==> config.mk <==
export PLATFORM = sky130hd
export DESIGN_NAME = dms_pfd_flat
export DESIGN_NICKNAME = d
export VERILOG_FILES = /design/src/rtl/dms_pkg.sv /design/src/rtl/dms_pfd_if.sv /design/src/rtl/dms_sync_edge.sv /design/src/rtl/dms_pfd.sv /design/src/flat_wrapper.sv
export SDC_FILE = /design/constraint.sdc
export NUM_CORES = 1
export LEC_CHECK = 0
export CORE_MARGIN = 2
export CORE_UTILIZATION = 30
export DETAILED_ROUTE_END_ITERATION = 10
export SLEW_MARGIN = 20
export SYNTH_ARGS = -nofsm -noshare
export SYNTH_HDL_FRONTEND = slang
export SYNTH_SLANG_ARGS = --single-unit
==> constraint.sdc <==
create_clock -name clk -period 5.4 [get_ports clk]
set_input_delay 1.08 -clock clk [delete_from_list [all_inputs] [get_ports clk]]
set_output_delay 1.08 -clock clk [all_outputs]
set_load 0.005 [all_outputs]
==> src/rtl/dms_pkg.sv <==
// dms_pkg: shared DMS types and default constants for the phase-frequency detector and charge pump.
package dms_pkg;

    typedef enum logic [1:0] {IDLE, UP, DN, BOTH} pfd_state_t;

    localparam int DMS_PFD_DZ_CYCLES = 2;
    localparam int DMS_PFD_ERR_W     = 8;

endpackage

==> src/rtl/dms_pfd_if.sv <==
// dms_pfd_if: detector clocks/enable in, charge-pump controls and phase-error report out.
interface dms_pfd_if import dms_pkg::*; #(
    parameter int ERR_W = DMS_PFD_ERR_W
);
    logic             ref_clk;
    logic             fb_clk;
    logic             en;
    logic             up;
    logic             down;
    logic [ERR_W-1:0] err_mag;
    logic             err_sign;
    logic             err_valid;
    logic             lock;

    modport master (
        output ref_clk, fb_clk, en,
        input  up, down, err_mag, err_sign, err_valid, lock
    );

    modport slave (
        input  ref_clk, fb_clk, en,
        output up, down, err_mag, err_sign, err_valid, lock
    );
endinterface

==> src/rtl/dms_sync_edge.sv <==
// dms_sync_edge: synchronizes an asynchronous clock into clk and flags its rising edges.
module dms_sync_edge #(
    parameter int SYNC_STAGES = 2
) (
    input  logic clk,
    input  logic rst_n,
    input  logic d,
    output logic rise
);
    logic [SYNC_STAGES-1:0] sync_q;
    logic                   prev_q;

    always_ff @(posedge clk or negedge rst_n) begin
        if (!rst_n) begin
            sync_q <= '0;
            prev_q <= 1'b0;
        end else begin
            sync_q <= {sync_q[SYNC_STAGES-2:0], d};
            prev_q <= sync_q[SYNC_STAGES-1];
        end
    end

    assign rise = sync_q[SYNC_STAGES-1] & ~prev_q;
endmodule

==> src/rtl/dms_pfd.sv <==
// dms_pfd: clocked tri-state PFD with anti-dead-zone overlap and phase-error measurement.
// Define DMS_PFD_LOCK_DET_EN to build the lock detector; otherwise lock is tied low.
module dms_pfd import dms_pkg::*; #(
    parameter int SYNC_STAGES = 2,
    parameter int DZ_CYCLES   = DMS_PFD_DZ_CYCLES,
    parameter int ERR_W       = DMS_PFD_ERR_W,
    parameter int LOCK_TOL    = 2,
    parameter int LOCK_COUNT  = 16
) (
    input logic      clk,
    input logic      rst_n,
    dms_pfd_if.slave pfd
);
    localparam int               DW      = $clog2(DZ_CYCLES + 1);
    localparam logic [ERR_W-1:0] ERR_MAX = '1;

    if (SYNC_STAGES < 2 || DZ_CYCLES < 1 || ERR_W < 1 || LOCK_TOL < 0 || LOCK_COUNT < 1) begin : g_bad_param
        $error("dms_pfd: invalid parameter");
    end

    logic             ref_rise, fb_rise;
    pfd_state_t       state_q, state_d;
    logic [ERR_W-1:0] cnt_q, cnt_d, cnt_inc, err_mag_q, err_mag_d;
    logic [DW-1:0]    dz_q, dz_d;
    logic             err_sign_q, err_sign_d, err_valid_q, err_valid_d, up_q, down_q;

    dms_sync_edge #(.SYNC_STAGES(SYNC_STAGES)) u_ref (.clk(clk), .rst_n(rst_n), .d(pfd.ref_clk), .rise(ref_rise));
    dms_sync_edge #(.SYNC_STAGES(SYNC_STAGES)) u_fb  (.clk(clk), .rst_n(rst_n), .d(pfd.fb_clk),  .rise(fb_rise));

    // err_mag includes the cycle on which the lagging edge arrives
    always_comb begin
        cnt_inc     = (cnt_q == ERR_MAX) ? cnt_q : cnt_q + 1'b1;
        state_d     = state_q;
        cnt_d       = cnt_q;
        dz_d        = dz_q;
        err_mag_d   = err_mag_q;
        err_sign_d  = err_sign_q;
        err_valid_d = 1'b0;
        if (!pfd.en) begin
            state_d = IDLE;
            cnt_d   = '0;
            dz_d    = '0;
        end else begin
            case (state_q)
                IDLE: begin
                    cnt_d = '0;
                    dz_d  = '0;
                    state_d = (ref_rise & fb_rise) ? BOTH : ref_rise ? UP : fb_rise ? DN : IDLE;
                    if (ref_rise & fb_rise) begin
                        err_mag_d   = '0;
                        err_sign_d  = 1'b0;
                        err_valid_d = 1'b1;
                    end
                end
                UP, DN: begin
                    cnt_d = cnt_inc;
                    if ((state_q == UP) ? fb_rise : ref_rise) begin
                        state_d     = BOTH;
                        cnt_d       = '0;
                        dz_d        = '0;
                        err_mag_d   = cnt_inc;
                        err_sign_d  = (state_q == UP);
                        err_valid_d = 1'b1;
                    end
                end
                BOTH: begin
                    state_d = (dz_q == DW'(DZ_CYCLES - 1)) ? IDLE : BOTH;
                    dz_d    = (dz_q == DW'(DZ_CYCLES - 1)) ? '0 : dz_q + 1'b1;
                end
                default: state_d = IDLE;
            endcase
        end
    end

    always_ff @(posedge clk or negedge rst_n) begin
        if (!rst_n) begin
            state_q     <= IDLE;
            cnt_q       <= '0;
            dz_q        <= '0;
            err_mag_q   <= '0;
            err_sign_q  <= 1'b0;
            err_valid_q <= 1'b0;
            up_q        <= 1'b0;
            down_q      <= 1'b0;
        end else begin
            state_q     <= state_d;
            cnt_q       <= cnt_d;
            dz_q        <= dz_d;
            err_mag_q   <= err_mag_d;
            err_sign_q  <= err_sign_d;
            err_valid_q <= err_valid_d;
            up_q        <= (state_d == UP) || (state_d == BOTH);
            down_q      <= (state_d == DN) || (state_d == BOTH);
        end
    end

    assign pfd.up        = up_q;
    assign pfd.down      = down_q;
    assign pfd.err_mag   = err_mag_q;
    assign pfd.err_sign  = err_sign_q;
    assign pfd.err_valid = err_valid_q;

`ifdef DMS_PFD_LOCK_DET_EN
    localparam int LW = $clog2(LOCK_COUNT + 1);

    logic [LW-1:0] lock_cnt_q, lock_cnt_d;
    logic          lock_q;

    // counted on the same edge that raises err_valid, so lock follows one cycle later
    assign lock_cnt_d = !pfd.en ? '0 :
                        !err_valid_d ? lock_cnt_q :
                        (err_mag_d > ERR_W'(LOCK_TOL)) ? '0 :
                        (lock_cnt_q == LW'(LOCK_COUNT)) ? lock_cnt_q : lock_cnt_q + 1'b1;

    always_ff @(posedge clk or negedge rst_n) begin
        if (!rst_n) begin
            lock_cnt_q <= '0;
            lock_q     <= 1'b0;
        end else begin
            lock_cnt_q <= lock_cnt_d;
            lock_q     <= pfd.en && (lock_cnt_q == LW'(LOCK_COUNT));
        end
    end

    assign pfd.lock = lock_q;
`else
    assign pfd.lock = 1'b0;
`endif
endmodule

==> src/flat_wrapper.sv <==
// flat-port wrapper written by rule: the top's interface ports become plain ports
module dms_pfd_flat import dms_pkg::*;
#(
    parameter int SYNC_STAGES = 2,
    parameter int DZ_CYCLES   = DMS_PFD_DZ_CYCLES,
    parameter int ERR_W       = DMS_PFD_ERR_W,
    parameter int LOCK_TOL    = 2,
    parameter int LOCK_COUNT  = 16
)
  (clk, rst_n, pfd_ref_clk, pfd_fb_clk, pfd_en, pfd_up, pfd_down, pfd_err_mag, pfd_err_sign, pfd_err_valid, pfd_lock);
  dms_pfd_if #(.ERR_W(ERR_W)) pfd_i ();
  input logic clk;
  input logic rst_n;
  input wire logic [$bits(pfd_i.ref_clk)-1:0] pfd_ref_clk;
  input wire logic [$bits(pfd_i.fb_clk)-1:0] pfd_fb_clk;
  input wire logic [$bits(pfd_i.en)-1:0] pfd_en;
  output wire logic [$bits(pfd_i.up)-1:0] pfd_up;
  output wire logic [$bits(pfd_i.down)-1:0] pfd_down;
  output wire logic [$bits(pfd_i.err_mag)-1:0] pfd_err_mag;
  output wire logic [$bits(pfd_i.err_sign)-1:0] pfd_err_sign;
  output wire logic [$bits(pfd_i.err_valid)-1:0] pfd_err_valid;
  output wire logic [$bits(pfd_i.lock)-1:0] pfd_lock;
  assign pfd_i.ref_clk = pfd_ref_clk;
  assign pfd_i.fb_clk = pfd_fb_clk;
  assign pfd_i.en = pfd_en;
  assign pfd_up = pfd_i.up;
  assign pfd_down = pfd_i.down;
  assign pfd_err_mag = pfd_i.err_mag;
  assign pfd_err_sign = pfd_i.err_sign;
  assign pfd_err_valid = pfd_i.err_valid;
  assign pfd_lock = pfd_i.lock;
  dms_pfd #(.SYNC_STAGES(SYNC_STAGES), .DZ_CYCLES(DZ_CYCLES), .ERR_W(ERR_W), .LOCK_TOL(LOCK_TOL), .LOCK_COUNT(LOCK_COUNT)) u_core (.clk(clk), .rst_n(rst_n), .pfd(pfd_i));
endmodule
# Yosys cells after proc, flatten, opt, wreduce, memory -nomap -nowiden
# Cells that the tools add are included.
# word_totals
register_bits,30
latch_bits,0
mem_bits_rw,0
mem_bits_ro,0
input_bits,5
output_inout_bits,13
memories,0
# classes
add_sub_neg,2
multipliers,0
n_div,0
order_cmp,0
n_eq_ne,12
n_shift,0
muxes,26
n_bitwise,5
n_reduce_logical,6
# op_table
operator,count
2-to-1 mux 8 bit,5
case mux 8 bit (2 select lines),2
2-to-1 mux 2 bit,9
case mux 2 bit (3 select lines),2
adder 8 x 1 -> 8 bit (second input constant),1
== test 2 bit (second input constant),4
== test 8 bit (second input constant),1
== test 2 x 1 -> 1 bit (second input constant),3
2-to-1 mux 1 bit,6
inequality test 2 x 1 -> 1 bit (second input constant),2
case mux 1 bit (2 select lines),2
AND reduction 4 bit,1
AND 1 bit,3
inequality test 3 x 1 -> 1 bit (second input constant),1
inequality test 3 x 2 -> 1 bit (second input constant),1
adder 2 x 1 -> 2 bit (second input constant),1
logical NOT 2 bit,1
logical OR 1 bit,2
NOT 1 bit,2
nonzero test 2 bit,1
OR reduction 2 bit,1

# Longest topological paths before layout
# Gate-level depths: netlist (run 1).
# logic_depth
word_depth,9
depth_mapped,7
ltp_nobuf,6

# By module
# A second synthesis (run 1) with hierarchy kept.
# unflattened
cells_unflattened,131
hier_area_um2,1421.4
# modules_own_cells
mod,instances,cells_each,area_each_um2
dms_pfd,1,123,1243.7
dms_sync_edge,2,4,88.8

# Worst setup path before layout (run 1)
# OpenSTA, ideal clock, no wires.
# synth_path
path_kind,input to register
start,input pfd_en
end,register u_core.cnt_q[1]
setup_ns,0.067
t_arrival_ns,1.810
required_ns,5.333
slack_ns,3.523
stages,3
path_buffers,0
cell_sequence,nor3b_1 -> a21o_1 -> a32o_1
# synth_via
elab_chain_cells,1
# synth_rtl
item,line_no,rtl
start: declaration,flat_wrapper.sv:16,input wire logic [$bits(pfd_i.en)-1:0] pfd_en;
inequality test 3 x 1 -> 1 bit (no line) / 2-to-1 mux 8 bit (equally long branches),n/a,
end signal: assignment,dms_pfd.sv:87,cnt_q <= cnt_d;
end: declaration,dms_pfd.sv:23,"logic [ERR_W-1:0] cnt_q, cnt_d, cnt_inc, err_mag_q, err_mag_d;"
# Parallel ways exist; a longest one is shown, timed or not.
# A chain may end at the register's enable or synchronous reset.

# Worst setup path after layout (run 1)
# Ends and elaborated chain as after synthesis.

==> reports/metrics.yaml, run 1 <==
outcome:
  outcome: "finished, final reports clean"
critical_path:
  worstSetupPathType: "in -> reg"
  cp_data_arrival_time_ps: 2720
  required_ps: 5610
  crit_path_end_kind: "flop"
  setup.worst_path.start_class: "primary input"
  cp_max_fo: 8
synthesis:
  synth_cell_types: 41
  synthesis.nets: 146
  synth_xor_area_frac: 0.00598
  synth_area_um2: 1460
  synth_simple_gate_area_frac: 0.166
  synthTopCellsByArea: "dfrtp_1 (50%), ha_1 (5.1%), a22o_1 (4.8%)"
  synth_seq_area_share: 0.496
  synth_top_family_by_area: "compound AO/OA/AOI/OAI gates"
  synth_seq_cells: 29
  syn_inst: 135
  yosysTopAreaCellShare: 0.496
  syn_area_per_cell_um2: 10.8
  synthMuxAreaShare: 0.0376
  synth_fa_ha_area_frac: 0.0513
  synth_largest_area_cell: "dfrtp_1"
  yosys_warnings: 0
  synth-compound-area-share: 0.202
worst_hold_path:
  hold_class: "reg -> reg"
drt:
  vias: 1126
  ant_nets: 0
  dr.pass1.iters: 5
  finalWirelength_um: 3000
  via_per_inst: 5.07
  wl_per_cell_um: 13.5
  drtIter0Drc: 36
  drc_errors: 0
job:
  max-cap-violations: 0
global_routing:
  gr-total-overflow: 0
  grt_max_degree: 18
  grt_pass1_vias: 1146
  antenna_found_initial: 0
  grt_pass1_wl_um: 5170
  grt_util_all_layers: 0.124
timing:
  drv_slew: 0
  fin_crit_sh: 0.466
  hold_viol_final: 0
  finalSetupTns_ps: 0
  period_needed_ps: 2510
  max_slew_margin: 0.389
  rsz0062_at_grt: "no"
  tightest_slew_ps: 915
  setup_slack_ps: 2890
  max_freq_ghz: 0.398
  hold_slack_ps: 350
  setup_violations: 0
  fin_skew_ps: 4.22
place:
  portBuffers: 16
  dp_hpwl_um: 2260
  place_inst: 214
  place.gp.congestion: 0.875
  preCtsSetupSlack_ps: 2610
power:
  power_leakage_nw: 0.779
  power_density_nw_per_um2: 341
  finalPower_mw: 0.597
  ir_drop_mv: 0.106
floorplanning:
  core_area_um2: 4720
  dieHeight_um: 73.9
  rows: 25
  die_w_um: 73.9
  dieArea_um2: 5450
  start_util: 0.310
  ios: 18
finish:
  diodes: 0
  final_cells: 222
  fin_nets: 165
  drive_above_1_share: 0.110
  area_growth_pct: 19.7
clock_tree:
  tritoncts: "done"
  clk-insertion-delay-late_ps: 270
  cts_resized: 0
  clockBufferDepth: 2
  cts.clk_slew.worst_paths_ps: 60
  cts_made_buffers: 5
  ctsHoldBuffers: 0
  cts_max_level: 2
  clock-sinks: 29
  root_buffer: "clkbuf_8"
  cts_setup_buffers: 0
## state kept, by name, summed over array words and instances, names as in the netlist, 2 cells and up
signal,cells
u_core.cnt_q,8
u_core.pfd.err_mag,8
u_core.dz_q,2
u_core.u_fb.sync_q,2
u_core.u_ref.sync_q,2
## critical path, stage by stage
cell,delay (ps)
clkdlybuf4s50_1,580
nor3b_1,780
a21o_1,160
a32o_1,120
## cells in the final DEF (no fill, tap or decap), types with 4 or more instances in the layout
cell / n
inv_1: 4
a22o_1: 8
nand3_1: 4
dfrtp_1: 29
clkdlybuf4s50_1: 16
a21oi_1: 12
clkbuf_8: 5
nand2_1: 12
ha_1: 6
mux2_2: 4
nor2_1: 5
## synth_stat cells
library cell  count
buf_6             2
o22a_1            1
nor3b_1           2
or2_1             1
inv_1             4
a21oi_1          12
nor2_1            5
o211a_1           1
o21ai_0           2
o21ba_2           1
and3_1            3
mux2i_1           1
o211ai_1          1
and2_1            1
ha_1              6
nand3_1           4
dfrtp_1          29
mux2_2            4
a32o_1            2
nand4_1           2
nand3_2           1
conb_1            1
nor3_1            3
nand2_1          12
a221oi_1          1
a22o_1            8
a31oi_1           2
xnor2_1           1
buf_2             1
o2111ai_1         1
o2111a_1          1
nand2b_1          3
or2_2             2
a22oi_1           1
buf_4             2
o21a_1            3
nand2b_4          1
nor2b_1           3
o211ai_2          1
a21o_1            2
nand3b_2          1
## final cells by class
class                      count  area [µm²]
fill                         457        2970
sequential                    29         726
timing repair buffer          17         168
inverter                       4        15.0
multi-input combinational     97         681
clock buffer                   8        80.1
tap                           67        83.8
## worst paths after layout
path	from	endpoint	slack [ps]	cells past startpoint
max	pfd_en	u_core.cnt_q[1]	2890	4
min	u_core.u_ref.sync_q[0]	u_core.u_ref.sync_q[1]	350	0
max reg2reg	u_core.pfd.down	u_core.cnt_q[1]	3310	5
min reg2reg	u_core.u_ref.sync_q[0]	u_core.u_ref.sync_q[1]	350	0
max in group asynchronous	rst_n	u_core.dz_q[1]	3580	2
min in group asynchronous	rst_n	u_core.u_fb.sync_q[0]	1170	1
## stage by stage
stage          area [µm²]   util
2_1_floorplan        1460      -
3_3_place_gp         1670  0.354
3_5_place_dp         1670  0.354
4_1_cts              1750  0.371
5_1_grt              1750  0.371
6_report             1750  0.371
## logic make-up (layout without fill, tap and decap cells)
group,Yosys count,count (layout)
AO/OA/AOI/OAI,40,40
XOR/XNOR,1,1
adder cells (fa/ha/maj),6,6
buffers and inverters,9,29
flip-flops,29,29
multiplexers,5,5
other,1,1
AND/OR/NAND/NOR,44,44
## power breakdown
part | total, mW | internal, mW | leakage (nW) | switching (mW)
clock network | 0.164 | 0.0912 | 0.0395 | 0.0729
registers | 0.257 | 0.239 | 0.387 | 0.0181
logic | 0.177 | 0.0790 | 0.352 | 0.0976
total | 0.597 | 0.409 | 0.779 | 0.189
## metal layers
layer	wire length, µm	part of all wire	vias up	track usage
met2	1580	0.53	23	0.220
li1	-	-	527	-
met3	100	0.033	4	0.0288
met1	1290	0.43	572	0.139
met4	26	0.0087	0	0.0545
met5	0	0	-	0
Power figures use the tool's default switching activity.
==> run 2, diff against run 1 <==
==> constraint.sdc (replaced) <==
create_clock -name clk -period 2.4 [get_ports clk]
set_input_delay 0.48 -clock clk [delete_from_list [all_inputs] [get_ports clk]]
set_output_delay 0.48 -clock clk [all_outputs]
set_load 0.005 [all_outputs]
==> reports/metrics.yaml, run 2 (synthesized netlist as in run 1, its figures left out) <==
timing:
  setup_slack_ps: 423
  max_freq_ghz: 0.506
  period_needed_ps: 1980
  fin_skew_ps: 5.76
  finalSetupTns_ps: 0
  rsz0062_at_grt: "no"
  drv_slew: 0
  setup_violations: 0
  hold_viol_final: 0
  fin_crit_sh: 0.824
drt:
  dr.pass1.iters: 4
  ant_nets: 0
  drtIter0Drc: 35
  wl_per_cell_um: 13.2
  finalWirelength_um: 2920
  via_per_inst: 4.87
  vias: 1082
  drc_errors: 0
floorplanning:
  core_area_um2: 4720
  ios: 18
  dieArea_um2: 5450
  start_util: 0.310
  dieHeight_um: 73.9
  die_w_um: 73.9
  rows: 25
global_routing:
  antenna_found_initial: 0
  grt_util_all_layers: 0.117
  grt_pass1_vias: 1068
  gr-total-overflow: 0
  grt_max_degree: 30
  grt_pass1_wl_um: 4800
power:
  power_leakage_nw: 0.789
  ir_drop_mv: 0.236
  power_density_nw_per_um2: 776
clock_tree:
  cts.clk_slew.worst_paths_ps: 60
  cts_setup_buffers: 0
  cts_resized: 0
  clockBufferDepth: 2
  clk-insertion-delay-late_ps: 280
  ctsHoldBuffers: 0
  clock-sinks: 29
  root_buffer: "clkbuf_8"
  cts_max_level: 2
  tritoncts: "done"
  cts_made_buffers: 5
critical_path:
  worstSetupPathType: "reg -> reg"
  required_ps: 2570
  setup.worst_path.start_class: "flop"
  reg2reg_depth: 5
  rrSetupSlack_ps: 420
  cp_max_fo: 6
  cp_data_arrival_time_ps: 2140
  r2r_end: "u_core.pfd.err_mag[1]"
  r2r_start: "u_core.cnt_q[0]"
  crit_path_end_kind: "flop"
outcome:
  outcome: "finished, final reports clean"
worst_hold_path:
  holdPathEnd: "u_core.u_ref.sync_q[1]"
  hold_class: "reg -> reg"
  worstHoldStart: "u_core.u_ref.sync_q[0]"
  holdPathStages: 0
finish:
  drive_above_1_share: 0.123
  finalInstanceArea_um2: 1770
  final_cell_mix: "dfrtp_1 (29), clkdlybuf4s50_1 (16), nand2_1 (12), a21oi_1 (12), a22o_1 (8)"
  fin_nets: 166
  area_growth_pct: 20.7
  diodes: 0
  final_common_cell: "dfrtp_1"
place:
  place.gp.congestion: 0.763
  dp_hpwl_um: 2130
  postPlaceCellArea_um2: 1680
  preCtsSetupSlack_ps: 384
  portBuffers: 16
job:
  max-cap-violations: 0
## run 2: worst max-delay path by stage
stage,from,to
final,u_core.cnt_q[0],u_core.pfd.err_mag[1]
after CTS,u_core.cnt_q[0],u_core.pfd.err_mag[1]
after floorplan,u_core.pfd.down,u_core.cnt_q[1]
after global placement,pfd_en,u_core.pfd.err_sign
after global routing,u_core.cnt_q[0],u_core.pfd.err_mag[1]
after detailed placement,pfd_en,u_core.pfd.err_sign
## run 2: through the flow
stage,cells,total power [mW],hold slack (ps),utilization
2_1_floorplan,135,0.853,184,-
5_1_grt,222,1.47,369,0.374
3_3_place_gp,215,0.978,336,0.356
6_report,222,1.37,352,0.374
4_1_cts,222,1.39,357,0.374
3_5_place_dp,215,0.988,342,0.356
## run 2: cell type report
class | instances | area, µm²
Tap cell | 67 | 83.8
Timing Repair Buffer | 18 | 175
Fill cell | 457 | 2960
Sequential cell | 29 | 726
Multi-Input combinational cell | 97 | 681
Clock buffer | 7 | 86.3
Inverter | 4 | 15.0
## run 2: critical path, stage by stage, from the launching register on
cell and delay [ps]:
dfrtp_1 440, ha_1 290, nand4_1 220, nor2_1 340, mux2_2 380, a22o_1 190
## run 2: where the power goes
group | switching (mW) | internal (mW) | leakage [nW]
logic | 0.218 | 0.183 | 0.357
clock network | 0.167 | 0.227 | 0.0443
registers | 0.0396 | 0.537 | 0.387
total | 0.424 | 0.947 | 0.789
## run 2: routing by layer
layer  GRT usage  routed length, µm  up-vias
met1       0.129               1280      530
met2       0.210               1510       21
met3      0.0302                 86        6
met5           0                  0        -
li1            -                  -      525
met4      0.0525                 47        0
==> run 3, diff against run 2 <==
==> constraint.sdc (replaced) <==
create_clock -name clk -period 2.02 [get_ports clk]
set_input_delay 0.404 -clock clk [delete_from_list [all_inputs] [get_ports clk]]
set_output_delay 0.404 -clock clk [all_outputs]
set_load 0.005 [all_outputs]
==> reports/metrics.yaml, run 3 (synthesized netlist as in run 1, its figures left out) <==
drt:
  finalWirelength_um: 2930
  dr.pass1.iters: 4
  ant_nets: 0
  via_per_inst: 4.92
  vias: 1103
  wl_per_cell_um: 13.1
  drtIter0Drc: 54
  drc_errors: 0
critical_path:
  rrSetupSlack_ps: 140
  critPathSlowestCell: "ha_1"
  required_ps: 2190
  crit_family: "adder cells"
  path_depth: 5
  cp_max_fo: 9
  crit_path_end_kind: "flop"
  worstSetupPathType: "reg -> reg"
  setup.worst_path.start_class: "flop"
  startpoint: "u_core.pfd.down"
  reg2reg_depth: 5
  cp_data_arrival_time_ps: 2050
  r2r_start: "u_core.pfd.down"
  crit_buf_inv: 1
  max_stage_delay_ps: 480
  critical_path.cell_chain: "inv_1 > ha_1 > o211ai_2 > nand3_2 > mux2_2"
  r2r_end: "u_core.pfd.err_sign"
finish:
  area_growth_pct: 24.0
  diodes: 0
  multiInputGateArea_um2: 688
  final_cells: 224
  final_util: 0.384
  final-seq-area_um2: 726
  final_common_cell: "dfrtp_1"
  fin_nets: 167
  finalInstanceArea_um2: 1820
  final_cell_mix: "dfrtp_1 (29), clkdlybuf4s50_1 (16), nand2_1 (12), a21oi_1 (12), a22o_1 (8)"
  drive_above_1_share: 0.153
  fillers: 444
clock_tree:
  tritoncts: "done"
  cts.clk_slew.worst_paths_ps: 60
  cts_max_level: 2
  ctsHoldBuffers: 0
  cts_made_buffers: 5
  clk-insertion-delay-late_ps: 280
  cts_setup_buffers: 0
  cts_resized: 0
  clockBufferDepth: 2
  root_buffer: "clkbuf_8"
  clock-sinks: 29
place:
  preCtsSetupSlack_ps: 52.1
  place.gp.congestion: 0.745
  postPlaceCellArea_um2: 1690
  portBuffers: 16
  place_inst: 216
  dp_hpwl_um: 2150
global_routing:
  grt_util_all_layers: 0.118
  grt_pass1_vias: 1035
  grt_pass1_wl_um: 4820
  antenna_found_initial: 0
  gr-total-overflow: 0
  grt_max_degree: 30
timing:
  setup_violations: 0
  fin_skew_ps: 4.88
  hold_viol_final: 0
  setup_slack_ps: 137
  fin_crit_sh: 0.932
  drv_slew: 0
  finalSetupTns_ps: 0
  rsz0062_at_grt: "no"
  max_freq_ghz: 0.531
  hold_slack_ps: 356
  period_needed_ps: 1880
floorplanning:
  core_area_um2: 4720
  dieArea_um2: 5450
  ios: 18
  dieHeight_um: 73.9
  die_w_um: 73.9
  rows: 25
  start_util: 0.310
outcome:
  outcome: "finished, final reports clean"
power:
  power_density_nw_per_um2: 989
  ir_drop_mv: 0.291
  finalPower_mw: 1.80
  power_leakage_nw: 0.811
worst_hold_path:
  holdPathEnd: "u_core.u_ref.sync_q[1]"
  holdPathStages: 0
  hold_class: "reg -> reg"
  worstHoldStart: "u_core.u_ref.sync_q[0]"
job:
  max-cap-violations: 0
## run 3: worst register-to-register path, cell delays in order (launching register included)
cell and delay, ps:
dfrtp_1 420, inv_1 100, ha_1 480, o211ai_2 190, nand3_2 220, mux2_2 350
## run 3: worst max-delay path by stage
stage / end / slack, ps
4_1_cts: u_core.cnt_q[1] / 130
6_report: u_core.pfd.err_sign / 140
3_5_place_dp: u_core.pfd.err_sign / 50
5_1_grt: u_core.pfd.err_sign / 20
3_3_place_gp: u_core.pfd.err_sign / 130
2_1_floorplan: u_core.cnt_q[1] / 270
## run 3: report_power, final
part / total (mW) / switching (mW) / internal [mW]
combinational: 0.487 / 0.264 / 0.223
clock: 0.622 / 0.221 / 0.400
sequential: 0.687 / 0.0491 / 0.638
total: 1.80 / 0.534 / 1.26
## run 3: final cells by class
| cell class | instances | share of cell area |
|---|---|---|
| clock buffers | 6 | 0.0455 |
| flip-flops and latches | 29 | 0.400 |
| repair buffers | 19 | 0.101 |
| clock inverters | 2 | 0.0207 |
| well taps | 67 | 0.0462 |
| inverters | 4 | 0.00827 |
| multi-input cells | 97 | 0.379 |
## run 3: routing by layer
metal | share of wire | wire length [µm] | track usage | vias to the layer above
li1 | - | - | - | 533
met1 | 0.44 | 1290 | 0.142 | 542
met2 | 0.51 | 1490 | 0.192 | 23
met3 | 0.038 | 110 | 0.0370 | 5
met4 | 0.013 | 38 | 0.0485 | 0
met5 | 0 | 0 | 0 | -
